===== src/rtl/retire_unit.sv =====
// retire_unit: in-order commit stage at the head of the reorder buffer.
//
// Each cycle the RETIRE_RATE oldest ROB entries (slot 0 = oldest) are examined
// and a zero-latency retire count is returned so the ROB can advance its read
// pointer in the same cycle. Stores commit via a Req/Ack handshake with the
// LSU. A faulting head entry raises a trap to the CSR unit; once acknowledged
// a single-cycle Flush is driven to the ROB and dispatch.
//
// Ports:
//   clk, rst          core clock, synchronous active-high reset
//   ROB_ReadData      head entries, slot 0 in the low ROB_LEN bits
//   ROB_UsedEntries   number of occupied ROB entries
//   Hold_Retire       suppress all retirement this cycle
//   RetireCnt         entries retired this cycle
//   Retire_Valid      per-slot retire strobe (thermometer code)
//   StoreCommit_Req   head-most eligible store asks the LSU to commit
//   StoreCommit_Ack   LSU accepts the store this cycle
//   Trap_Valid        trap pending to CSR unit
//   Trap_PC           PC of the faulting entry
//   Trap_Cause        exception cause of the faulting entry
//   Trap_Ack          CSR unit has taken the trap
//   Flush             one-cycle pipeline/ROB flush
//   InstRet           retired-instruction counter (wraps at 2^64)

`ifndef PC_LEN
`define PC_LEN 32
`endif
`ifndef ECAUSE_LEN
`define ECAUSE_LEN 5
`endif
`ifndef ROB_LEN
`define ROB_VALID     0
`define ROB_BUSY      1
`define ROB_EXCEPTION 2
`define ROB_ISSTORE   3
`define ROB_ECAUSE    8:4
`define ROB_PC        40:9
`define ROB_LEN       41
`endif

module retire_unit #(
  parameter int unsigned RETIRE_RATE   = 2,
  parameter int unsigned ROB_DEPTH     = 64,
  parameter int unsigned ROB_DEPTH_LEN = $clog2(ROB_DEPTH),
  parameter int unsigned ROB_LEN       = `ROB_LEN
) (
  input  logic                               clk,
  input  logic                               rst,
  input  logic [RETIRE_RATE*ROB_LEN-1:0]     ROB_ReadData,
  input  logic [ROB_DEPTH_LEN:0]             ROB_UsedEntries,
  input  logic                               Hold_Retire,
  output logic [$clog2(RETIRE_RATE):0]       RetireCnt,
  output logic [RETIRE_RATE-1:0]             Retire_Valid,
  output logic                               StoreCommit_Req,
  input  logic                               StoreCommit_Ack,
  output logic                               Trap_Valid,
  output logic [`PC_LEN-1:0]                 Trap_PC,
  output logic [`ECAUSE_LEN-1:0]             Trap_Cause,
  input  logic                               Trap_Ack,
  output logic                               Flush,
  output logic [63:0]                        InstRet
);

  localparam int unsigned CNT_W = $clog2(RETIRE_RATE) + 1;
  localparam int unsigned USE_W = ROB_DEPTH_LEN + 1;

  typedef enum logic [1:0] {RUN, TRAP, FLUSH} state_t;

  state_t state, state_nxt;

  logic [ROB_LEN-1:0]     slot [RETIRE_RATE];
  logic [RETIRE_RATE-1:0] slot_ready;
  logic [RETIRE_RATE-1:0] slot_store;
  logic                   trap_take;
  logic                   chain;
  logic                   unused_fields;

  // Only slot 0's PC/cause are consumed; the remaining field bits are don't-care.
  assign unused_fields = ^ROB_ReadData;

  always_comb begin
    for (int unsigned i = 0; i < RETIRE_RATE; i++) begin
      slot[i]       = ROB_ReadData[i*ROB_LEN +: ROB_LEN];
      slot_ready[i] = (USE_W'(i) < ROB_UsedEntries) & slot[i][`ROB_VALID] &
                      ~slot[i][`ROB_BUSY] & ~slot[i][`ROB_EXCEPTION];
      slot_store[i] = slot[i][`ROB_ISSTORE];
    end
  end

  assign trap_take = slot[0][`ROB_VALID] & ~slot[0][`ROB_BUSY] &
                     slot[0][`ROB_EXCEPTION] & ~Hold_Retire;

  // Walk slots oldest-first; 'chain' stays high only while every older slot
  // retires. A store ends the chain whether or not the LSU accepts it, so at
  // most one store retires and nothing younger retires alongside it.
  always_comb begin
    RetireCnt       = '0;
    Retire_Valid    = '0;
    StoreCommit_Req = 1'b0;
    chain           = (state == RUN) & ~Hold_Retire & ~rst;
    for (int unsigned i = 0; i < RETIRE_RATE; i++) begin
      if (chain && slot_ready[i]) begin
        if (slot_store[i]) begin
          StoreCommit_Req = 1'b1;
          if (StoreCommit_Ack) begin
            Retire_Valid[i] = 1'b1;
            RetireCnt       = RetireCnt + CNT_W'(1);
          end
          chain = 1'b0;
        end else begin
          Retire_Valid[i] = 1'b1;
          RetireCnt       = RetireCnt + CNT_W'(1);
        end
      end else begin
        chain = 1'b0;
      end
    end
  end

  always_comb begin
    state_nxt = state;
    case (state)
      RUN:     if (trap_take) state_nxt = TRAP;
      TRAP:    if (Trap_Ack)  state_nxt = FLUSH;
      FLUSH:   state_nxt = RUN;
      default: state_nxt = RUN;
    endcase
  end

  always_ff @(posedge clk) begin
    if (rst) begin
      state      <= RUN;
      Trap_PC    <= '0;
      Trap_Cause <= '0;
      InstRet    <= '0;
    end else begin
      state   <= state_nxt;
      InstRet <= InstRet + 64'(RetireCnt);
      if (state == RUN && trap_take) begin
        Trap_PC    <= slot[0][`ROB_PC];
        Trap_Cause <= slot[0][`ROB_ECAUSE];
      end
    end
  end

  assign Trap_Valid = (state == TRAP);
  assign Flush      = (state == FLUSH);

endmodule


===== config.mk =====
export PLATFORM = sky130hd
export DESIGN_NAME = retire_unit
export DESIGN_NICKNAME = d
export VERILOG_FILES = /design/src/rtl/retire_unit.sv
export SDC_FILE = /design/constraint.sdc
export NUM_CORES = 1
export LEC_CHECK = 0
export CELL_PAD_IN_SITES_DETAIL_PLACEMENT = 0
export CELL_PAD_IN_SITES_GLOBAL_PLACEMENT = 1
export CORE_MARGIN = 2
export CORE_UTILIZATION = 40
export DETAILED_ROUTE_END_ITERATION = 10
export DONT_BUFFER_PORTS = 1
export PLACE_DENSITY_LB_ADDON = 0.1
export SYNTH_ARGS = -nofsm -noshare
export SYNTH_HDL_FRONTEND = slang
export SYNTH_SLANG_ARGS = --single-unit

===== constraint.sdc =====
create_clock -name clk -period 4.24 [get_ports clk]
set_input_delay 0.424 -clock clk [delete_from_list [all_inputs] [get_ports clk]]
set_output_delay 0.424 -clock clk [all_outputs]
set_load 0.02 [all_outputs]

==> results of run 1 <==
-- layer usage --
layer,GRT usage,part of all wire
met1,0.249,0.43
met2,0.314,0.46
met3,0.0694,0.088
met4,0.0708,0.015
met5,0,0
-- registers in the layout, summed over array words and instances, names as in the netlist --
| name | cells |
|---|---|
| InstRet | 64 |
| state | 2 |
| Trap_PC | 32 |
| Trap_Cause | 5 |
-- synth_stat cells, types with 2 or more instances --
| cell | instances | area, um^2 |
|---|---|---|
| a21boi_0 | 3 | 22.5 |
| a21oi_1 | 67 | 335 |
| a31o_2 | 2 | 17.5 |
| and2_1 | 5 | 31.3 |
| and3_1 | 5 | 31.3 |
| and4_1 | 6 | 52.6 |
| buf_1 | 2 | 7.51 |
| clkbuf_1 | 25 | 93.8 |
| dfxtp_1 | 103 | 2060 |
| ha_1 | 3 | 37.5 |
| inv_1 | 15 | 56.3 |
| nand2_1 | 109 | 409 |
| nand3_1 | 17 | 85.1 |
| nand4_1 | 28 | 175 |
| nor2_1 | 40 | 150 |
| nor2b_1 | 8 | 50.1 |
| nor3_1 | 10 | 50.1 |
| nor4_1 | 17 | 106 |
| o21ai_0 | 21 | 105 |
| o31ai_1 | 7 | 52.6 |
| or2_2 | 3 | 18.8 |
| or3_1 | 19 | 119 |
| or4_1 | 11 | 82.6 |
| or4b_2 | 2 | 20.0 |
| xnor2_1 | 16 | 140 |
| xor2_1 | 13 | 114 |
-- kinds of logic after synthesis --
logic type,count (synthesis)
fa+ha+maj,4
compound gates,105
flops,103
buf+inv,44
mux,1
simple gates,289
xor+xnor,29
-- area by class of cell --
type | count | share of cell area
Clock buffer | 10 | 0.0420
Clock inverter | 6 | 0.0112
Inverter | 15 | 0.0103
Multi-Input combinational cell | 428 | 0.457
Sequential cell | 103 | 0.378
Tap cell | 143 | 0.0328
Timing Repair Buffer | 47 | 0.0683
-- cells in the final DEF (no fill, tap or decap), types with 2 or more instances in the layout --
master,count
a21boi_4,2
and4_1,6
buf_6,6
nor2_1,40
nand3_1,16
nor4_1,14
and2_1,5
or4_1,8
xnor2_1,16
or2_2,3
nor3_1,10
clkbuf_16,9
o31ai_1,7
a21oi_2,3
nor2b_1,8
xor2_1,13
nand2_1,108
o21ai_0,21
or3_1,19
inv_1,14
nand4_1,28
clkinv_2,3
dfxtp_1,102
or4_4,4
a31o_2,2
and3_1,5
buf_4,40
a21oi_1,64
nor4_4,3
-- repair_timing --
| item | CTS | global route |
|---|---|---|
| gates resized for setup | 19 | 7 |
| pin swaps | 13 | 12 |
| setup buffers | 29 | 3 |
| setup endpoints to repair | 22 | 23 |
-- power by group through the flow --
stage | registers, mW | logic (mW) | clock network [mW]
finish | 0.989 | 0.0301 | 0.822
global route | 0.989 | 0.0339 | 0.888
CTS | 0.989 | 0.0299 | 0.852
detailed placement | 1.01 | 0.0233 | 0
global placement | 1.01 | 0.0221 | 0
floorplan | 1.01 | 0.0323 | 0
-- worst max path at each step --
stage                                startpoint                endpoint  slack, ns  cells past startpoint
final                     state[0]$_SDFFE_PP0P_  InstRet[52]$_SDFF_PP0_       0.03                     18
after CTS                 state[0]$_SDFFE_PP0P_  InstRet[52]$_SDFF_PP0_      -0.07                     18
after global routing      state[0]$_SDFFE_PP0P_  InstRet[52]$_SDFF_PP0_      -0.15                     18
after global placement              Hold_Retire  InstRet[58]$_SDFF_PP0_      -0.27                     16
after detailed placement            Hold_Retire  InstRet[58]$_SDFF_PP0_      -0.32                     16
after floorplan                     Hold_Retire  InstRet[24]$_SDFF_PP0_      0.004                     16
-- stage by stage --
step | instances | setup WS (ns) | hold WS [ns] | utilization
floorplan | 575 | 0.00409 | 0.535 | -
global placement | 708 | -0.270 | 0.500 | 0.428
detailed placement | 708 | -0.317 | 0.502 | 0.428
CTS | 752 | -0.0745 | 0.117 | 0.480
global route | 752 | -0.153 | 0.126 | 0.482
finish | 752 | 0.0282 | 0.148 | 0.482
-- worst max-delay path: cells and delay by family, from the launching register on --
family,cells,cell delay (ns)
AO/OA/AOI/OAI,4,0.60
adder cells (fa/ha/maj),3,0.70
flip-flops,1,0.33
AND/OR/NAND/NOR,7,1.95
buffers and inverters,4,0.58
==> results.md, run 1 <==
- Cts hold-fix bufs: 0
- Setup violators final: 0
- Status: completed
- Power share of the clock group: 0.446
- Asr flop ratio synth: 0
- # rows: 39
- Crit. End Element: flop
- Routed via count: about 4200
- Synth Cell Area: 0.00460 mm^2
- Crit Path Max Fanout: 4
- First-pass GRT wire length: ~20000 um
- Hold EP: Trap_PC[31]$_SDFFE_PP0P_
- GP Congestion: roughly 0.80
- Post-Syn Instances: 575
- IO buf count: 0
- Core area: 0.0113 mm^2
- Layout Nets: 702
- Largest family of logic cells by synthesized area: simple AND/OR/NAND/NOR gates
- Mapped Nets: 673
- Ys Warns: 0
- Mux cell area share after synthesis: 0.00245
- Clock skew: just under 0.007 ns
- Sequential power share: 0.537
- Synth cell types: between 40 and 50
- Max-cap violations: 0
- #FFs+latches synth: a little over 100
- Post-route cell area: around 0.0055 mm^2
- Share of layout cells above drive strength 1: 0.151
- XOR/XNOR Fraction of Synth Area: 0.0552
- Chip width: 111 um
- Critical path's largest stage delay: between 0.5 and 0.6 ns
- CTS max path bufs: 2
- Num CTS Buffers: 9
- DPL Wire Length: around 8400 um
- Fillers: ~1100
- Pin count of the biggest net entering global routing: 108
- Final Cycle Share: 0.993
- Critical path launch point type: flop
- Syn Area/Cell: 8.00 um^2
- R2R depth: 18
- Unrepaired setup endpoints after global routing: true
- Number of top-level pins: 202
- Final wirelength: 12500 um
- Storage element area: ~0.0021 mm^2
- Worst Hold Path Cells: 1
- Critical path data arrival time: between 4 and 5 ns
- CP most frequent cell: buf_4
- H-tree level count: 3
- Number of diodes: 0
- Die footprint: approximately 0.012 mm^2
- Leak: around 1.8 nW
- # DRC: 0
- Post-synthesis sequential area ratio: 0.448
- GR Overflow Total: 0
- Post-Synth Adder-Cell Area: 0.0125
- TritonCTS clock tree: done
- P&R area growth vs syn: 18.7%
- Post-synth top flop: dfxtp_1
- Clock transition at path regs: roughly 0.07 ns
- Crit Reg-Reg Endpoint: InstRet[52]$_SDFF_PP0_
- CTS sink cnt: between 100 and 150
- Min-delay src: rst
- DRT antenna net count: 0
- DIE HEIGHT: 111 um
- Simple-gate portion of the synthesized area: 0.318
- Final hold viol count: 0
- Max Clk Rate: 237 MHz
- Post-synth EDFFs: 0
- DRT Pass-1 Iters: 4
- Placed Instance Area: ~0.0048 mm^2
- Initial antenna violation count: 0
- Vias in the first global route: just under 4000
- Area occupied by multi-input gates: approximately 0.0025 mm^2
- Starting Density: 0.406
- PwrDens: approximately 340 mW/mm^2
- Crit-path slowest cell: or4_4
- Slew Limit Headroom: 0.136
- Iteration-0 DRC Markers: approximately 300
- Pin slew with the least headroom to its limit: 1.30 ns
- Setup CP Type: reg2reg
- Design Power: about 1.8 mW
- Clk root buf: clkbuf_16
- Comb pwr share: 0.016
- Int Power: ~1.4 mW
- Max-slew violations: 0
- Worst-Skew Late Latency: about 0.35 ns
- Complex-gate fraction of the synthesized area: 0.125
- RR Startpoint: state[0]$_SDFFE_PP0P_
- Psw: 396 uW
- HP Class: in2reg
- CP required: between 4 and 5 ns
- Worst vdd ir: roughly 0.27 mV
- Tmin final: between 4 and 5 ns
- Wire length per cell: around 17 um
- Switching Fraction: 0.215
- All-Layer GR Usage: 0.197
- Reg-to-reg slack, setup: about 0.028 ns
- Fin Setup TNS: 0 ns
- Critical Path, Cell by Cell: or4b_4 -> nor4_4 -> buf_4 -> o21a_1 -> a21boi_4 -> ha_4 -> nand2_4 -> a21boi_4 -> ha_2 -> inv_2 -> fa_2 -> nand3b_1 -> buf_4 -> nor4_4 -> buf_4 -> nand4_1 -> or4_4 -> a21oi_2
- Vias per cell: between 5 and 6
(Power assumes the default switching activity.)
==> run 2: changes to the inputs <==
--- a/config.mk
+++ b/config.mk
@@ -8,9 +8,8 @@
 export CELL_PAD_IN_SITES_DETAIL_PLACEMENT = 0
 export CELL_PAD_IN_SITES_GLOBAL_PLACEMENT = 1
 export CORE_MARGIN = 2
-export CORE_UTILIZATION = 40
+export CORE_UTILIZATION = 27
 export DETAILED_ROUTE_END_ITERATION = 10
-export DONT_BUFFER_PORTS = 1
 export PLACE_DENSITY_LB_ADDON = 0.1
 export SYNTH_ARGS = -nofsm -noshare
 export SYNTH_HDL_FRONTEND = slang
==> run 2 against run 1 <==
Against the previous run:
- critical path depth grew 1
- sequential power shrank 1%
- global-route usage shrank 3.7 points
- maximum frequency grew 3.8%
- clock power grew 2%
==> results.md, run 2 (synthesis results as in run 1) <==
- Status: completed
- Critical path launch point type: input port
- Final wirelength: 14800 um (+19%)
- Top Registers: InstRet (64), Trap_PC (32), Trap_Cause (5)
- Commonest non-fill, non-tap cell in the layout: clkdlybuf4s50_1
- Die footprint: 0.0181 mm^2 (+46%)
- Fin Setup TNS: 0 ns (unchanged)
- Clock transition at path regs: 0.07 ns (about the same)
- Psw: 437 uW (+10%)
- Number of diodes: 0 (unchanged)
- Routed via count: 4715 (+13%)
- Critical path origin: ROB_ReadData[1]
- Pin slew with the least headroom to its limit: 0.990 ns (-0.306 ns)
- Max Clk Rate: 246 MHz (+3.8%)
- Storage element area: 0.00206 mm^2 (unchanged)
- Crit-path slowest cell: or4_1
- # DRC: 0 (unchanged)
- Leak: 2.28 nW (+28%)
- Setup CP Type: in2reg
- Initial antenna violation count: 0 (unchanged)
- Setup violators final: 0 (unchanged)
- Reg-to-reg slack, setup: 0.20 ns (+0.17 ns)
- IO buf count: 164 (+164)
- PwrDens: 274 mW/mm^2 (-19%)
- DRT Pass-1 Iters: 4 (unchanged)
- P&R area growth vs syn: 54.1%
- TritonCTS clock tree: done
- Crit. End Element: flop
- Critical path's largest stage delay: 0.54 ns (-0.03 ns)
- Share of layout cells above drive strength 1: 0.0986 (-0.0525)
- Layout Nets: 854 (+22%)
- Met3 wire len: 890 um (-18%)
- Crit Reg-Reg Endpoint: InstRet[36]$_SDFF_PP0_
- Crit path capture: InstRet[36]$_SDFF_PP0_
- Num CTS Buffers: 9 (unchanged)
- GR Overflow Total: 0 (unchanged)
- Max-cap violations: 0 (unchanged)
- Sequential power share: 0.504 (-0.033)
- Metal1 wirelength: 6850 um (+26%)
- Switching Fraction: 0.225 (+0.0103)
- Final Cycle Share: 0.957 (-0.0361)
- Minimum hold slack: 0.454 ns (+0.306 ns)
- Int Power: 1.50 mW (+4.0%)
- Number of flip-flops in the largest register: 64 (unchanged)
- Vias per cell: 4.81 (-13%)
- Worst vdd ir: 0.180 mV (-32%)
- Setup Slack @ Placement: -0.602 ns (-0.285 ns)
- Area occupied by multi-input gates: 0.00249 mm^2 (-0.20%)
- Top Layer Used: met4
- Final hold viol count: 0 (unchanged)
- HP Class: reg2reg
- Wire length per cell: 15.1 um (-9.0%)
- RR Startpoint: state[0]$_SDFFE_PP0P_
- Iteration-0 DRC Markers: 193 (-36%)
- Crit Path Max Fanout: 4 (unchanged)
- CTS max path bufs: 2 (unchanged)
- Slew Limit Headroom: 0.334 (+0.198)
- Clock skew: 0.00843 ns (+0.00155 ns)
- R2R depth: 18 (unchanged)
- Tmin final: 4.06 ns (-0.153 ns)
- Worst Path Buf+Inv: 5 (+1)
- H-tree level count: 3 (unchanged)
- Starting Density: 0.276 (-0.130)
- DIE HEIGHT: 135 um (+21%)
- Clk root buf: clkbuf_16
- DRT antenna net count: 0 (unchanged)
- Largest Register: InstRet
- Final WS setup: 0.181 ns (+0.153 ns)
- Power share of the clock group: 0.432 (-0.014)
- # rows: 47 (+21%)
- Chip width: 135 um (+21%)
- Max-slew violations: 0 (unchanged)
- CTS sink cnt: 103 (unchanged)
- Critical Path, Cell by Cell: dlygate4sd2_1 -> or4b_4 -> nor4_4 -> buf_4 -> o21a_1 -> a21boi_4 -> ha_4 -> nand2_4 -> a21boi_4 -> ha_4 -> inv_2 -> fa_2 -> nand3b_1 -> nor4_4 -> buf_4 -> buf_6 -> nand3_4 -> or4_1 -> a21oi_1
- First-pass GRT wire length: 23200 um (+17%)
- Pin count of the biggest net entering global routing: 81 (-25%)
- Delay-heaviest family, CP: simple AND/OR/NAND/NOR gates
- Number of top-level pins: 202 (unchanged)
- DPL Wire Length: 10600 um (+27%)
- Critical path data arrival time: 4.33 ns (-0.17 ns)
- Met2 WL post-DR: 6760 um (+17%)
- Comb pwr share: 0.064 (+0.048)
- Vias in the first global route: 4560 (+17%)
- Core area: 0.0166 mm^2 (+47%)
- CP required: 4.51 ns (-0.02 ns)
- GP Congestion: 0.797 (-0.21%)
- Fillers: 1654 (+45%)
- Most frequent cells in the layout: 160 x clkdlybuf4s50_1, 108 x nand2_1, 102 x dfxtp_1, 67 x a21oi_1, 40 x nor2_1
- All-Layer GR Usage: 0.161 (-0.0365)
- Critical path depth: 19 (+1)
- Worst-Skew Late Latency: 0.35 ns (about the same)
run 2: cell types whose count changed in the layout (fill, tap and decap cells not counted), moves of 2 or more:
| cell | before | now |
|---|---|---|
| or4_4 | 4 | 2 |
| buf_4 | 40 | 32 |
| clkdlybuf4s50_1 | 0 | 160 |
| dlygate4sd2_1 | 0 | 2 |
| a21oi_2 | 3 | 0 |
| clkinv_2 | 3 | 1 |
| buf_6 | 6 | 3 |
| a21oi_1 | 64 | 67 |
| or4_1 | 8 | 10 |
run 2: worst register-to-register path: stages (launching register included):
cell      delay, ns
dfxtp_2        0.32
or4b_4         0.50
nor4_4         0.16
buf_4          0.16
o21a_1         0.13
a21boi_4       0.21
ha_4           0.16
nand2_4        0.05
a21boi_4       0.18
ha_4           0.15
inv_2          0.03
fa_2           0.34
nand3b_1       0.24
nor4_4         0.31
buf_4          0.18
buf_6          0.10
nand3_4        0.08
or4_1          0.54
a21oi_1        0.13
run 2: final cells by class:
| cell class | count | area share |
|---|---|---|
| Multi-Input combinational cell | 428 | 0.351 |
| Sequential cell | 103 | 0.291 |
| Timing Repair Buffer | 199 | 0.269 |
| Tap cell | 220 | 0.0389 |
| Clock buffer | 11 | 0.0329 |
| Clock inverter | 5 | 0.00830 |
| Inverter | 15 | 0.00795 |
run 2: worst min path at each step:
stage | cells after the start | slack (ns) | end | from
3_5_place_dp | 2 | 0.45 | Trap_PC[19]$_SDFFE_PP0P_ | Trap_PC[19]$_SDFFE_PP0P_
3_3_place_gp | 2 | 0.44 | Trap_PC[6]$_SDFFE_PP0P_ | Trap_PC[6]$_SDFFE_PP0P_
4_1_cts | 2 | 0.46 | Trap_PC[19]$_SDFFE_PP0P_ | Trap_PC[19]$_SDFFE_PP0P_
2_1_floorplan | 2 | 0.53 | Trap_Cause[0]$_SDFFE_PP0P_ | Trap_Cause[0]$_SDFFE_PP0P_
5_1_grt | 2 | 0.47 | Trap_PC[24]$_SDFFE_PP0P_ | Trap_PC[24]$_SDFFE_PP0P_
6_report | 2 | 0.45 | Trap_PC[31]$_SDFFE_PP0P_ | Trap_PC[31]$_SDFFE_PP0P_
run 2: through the flow:
stage	util	cells	instance area [um^2]	power (mW)
6_report	0.426	981	7080	1.94
3_3_place_gp	0.398	954	6620	1.12
4_1_cts	0.420	972	6980	1.97
3_5_place_dp	0.398	954	6620	1.12
2_1_floorplan	-	575	4650	1.04
5_1_grt	0.426	981	7080	2.02
run 2: layer usage:
metal | vias to the layer above | track usage
li1 | 2384 | -
met1 | 2182 | 0.202
met2 | 129 | 0.266
met3 | 20 | 0.0402
met4 | 0 | 0.0632
met5 | - | 0
run 2: power by group through the flow:
stage | registers (mW) | clock network, mW | logic (mW)
CTS | 0.978 | 0.869 | 0.124
global placement | 1.00 | 0 | 0.121
finish | 0.978 | 0.837 | 0.124
floorplan | 1.01 | 0 | 0.0323
global route | 0.979 | 0.907 | 0.134
detailed placement | 1.00 | 0 | 0.122
run 2: repair_timing:
action,4_1_cts,5_1_grt
pin swaps,11,10
gates resized for setup,15,8
endpoints found under the setup margin,21,17
setup buffers,2,9
hold buffers,0,0
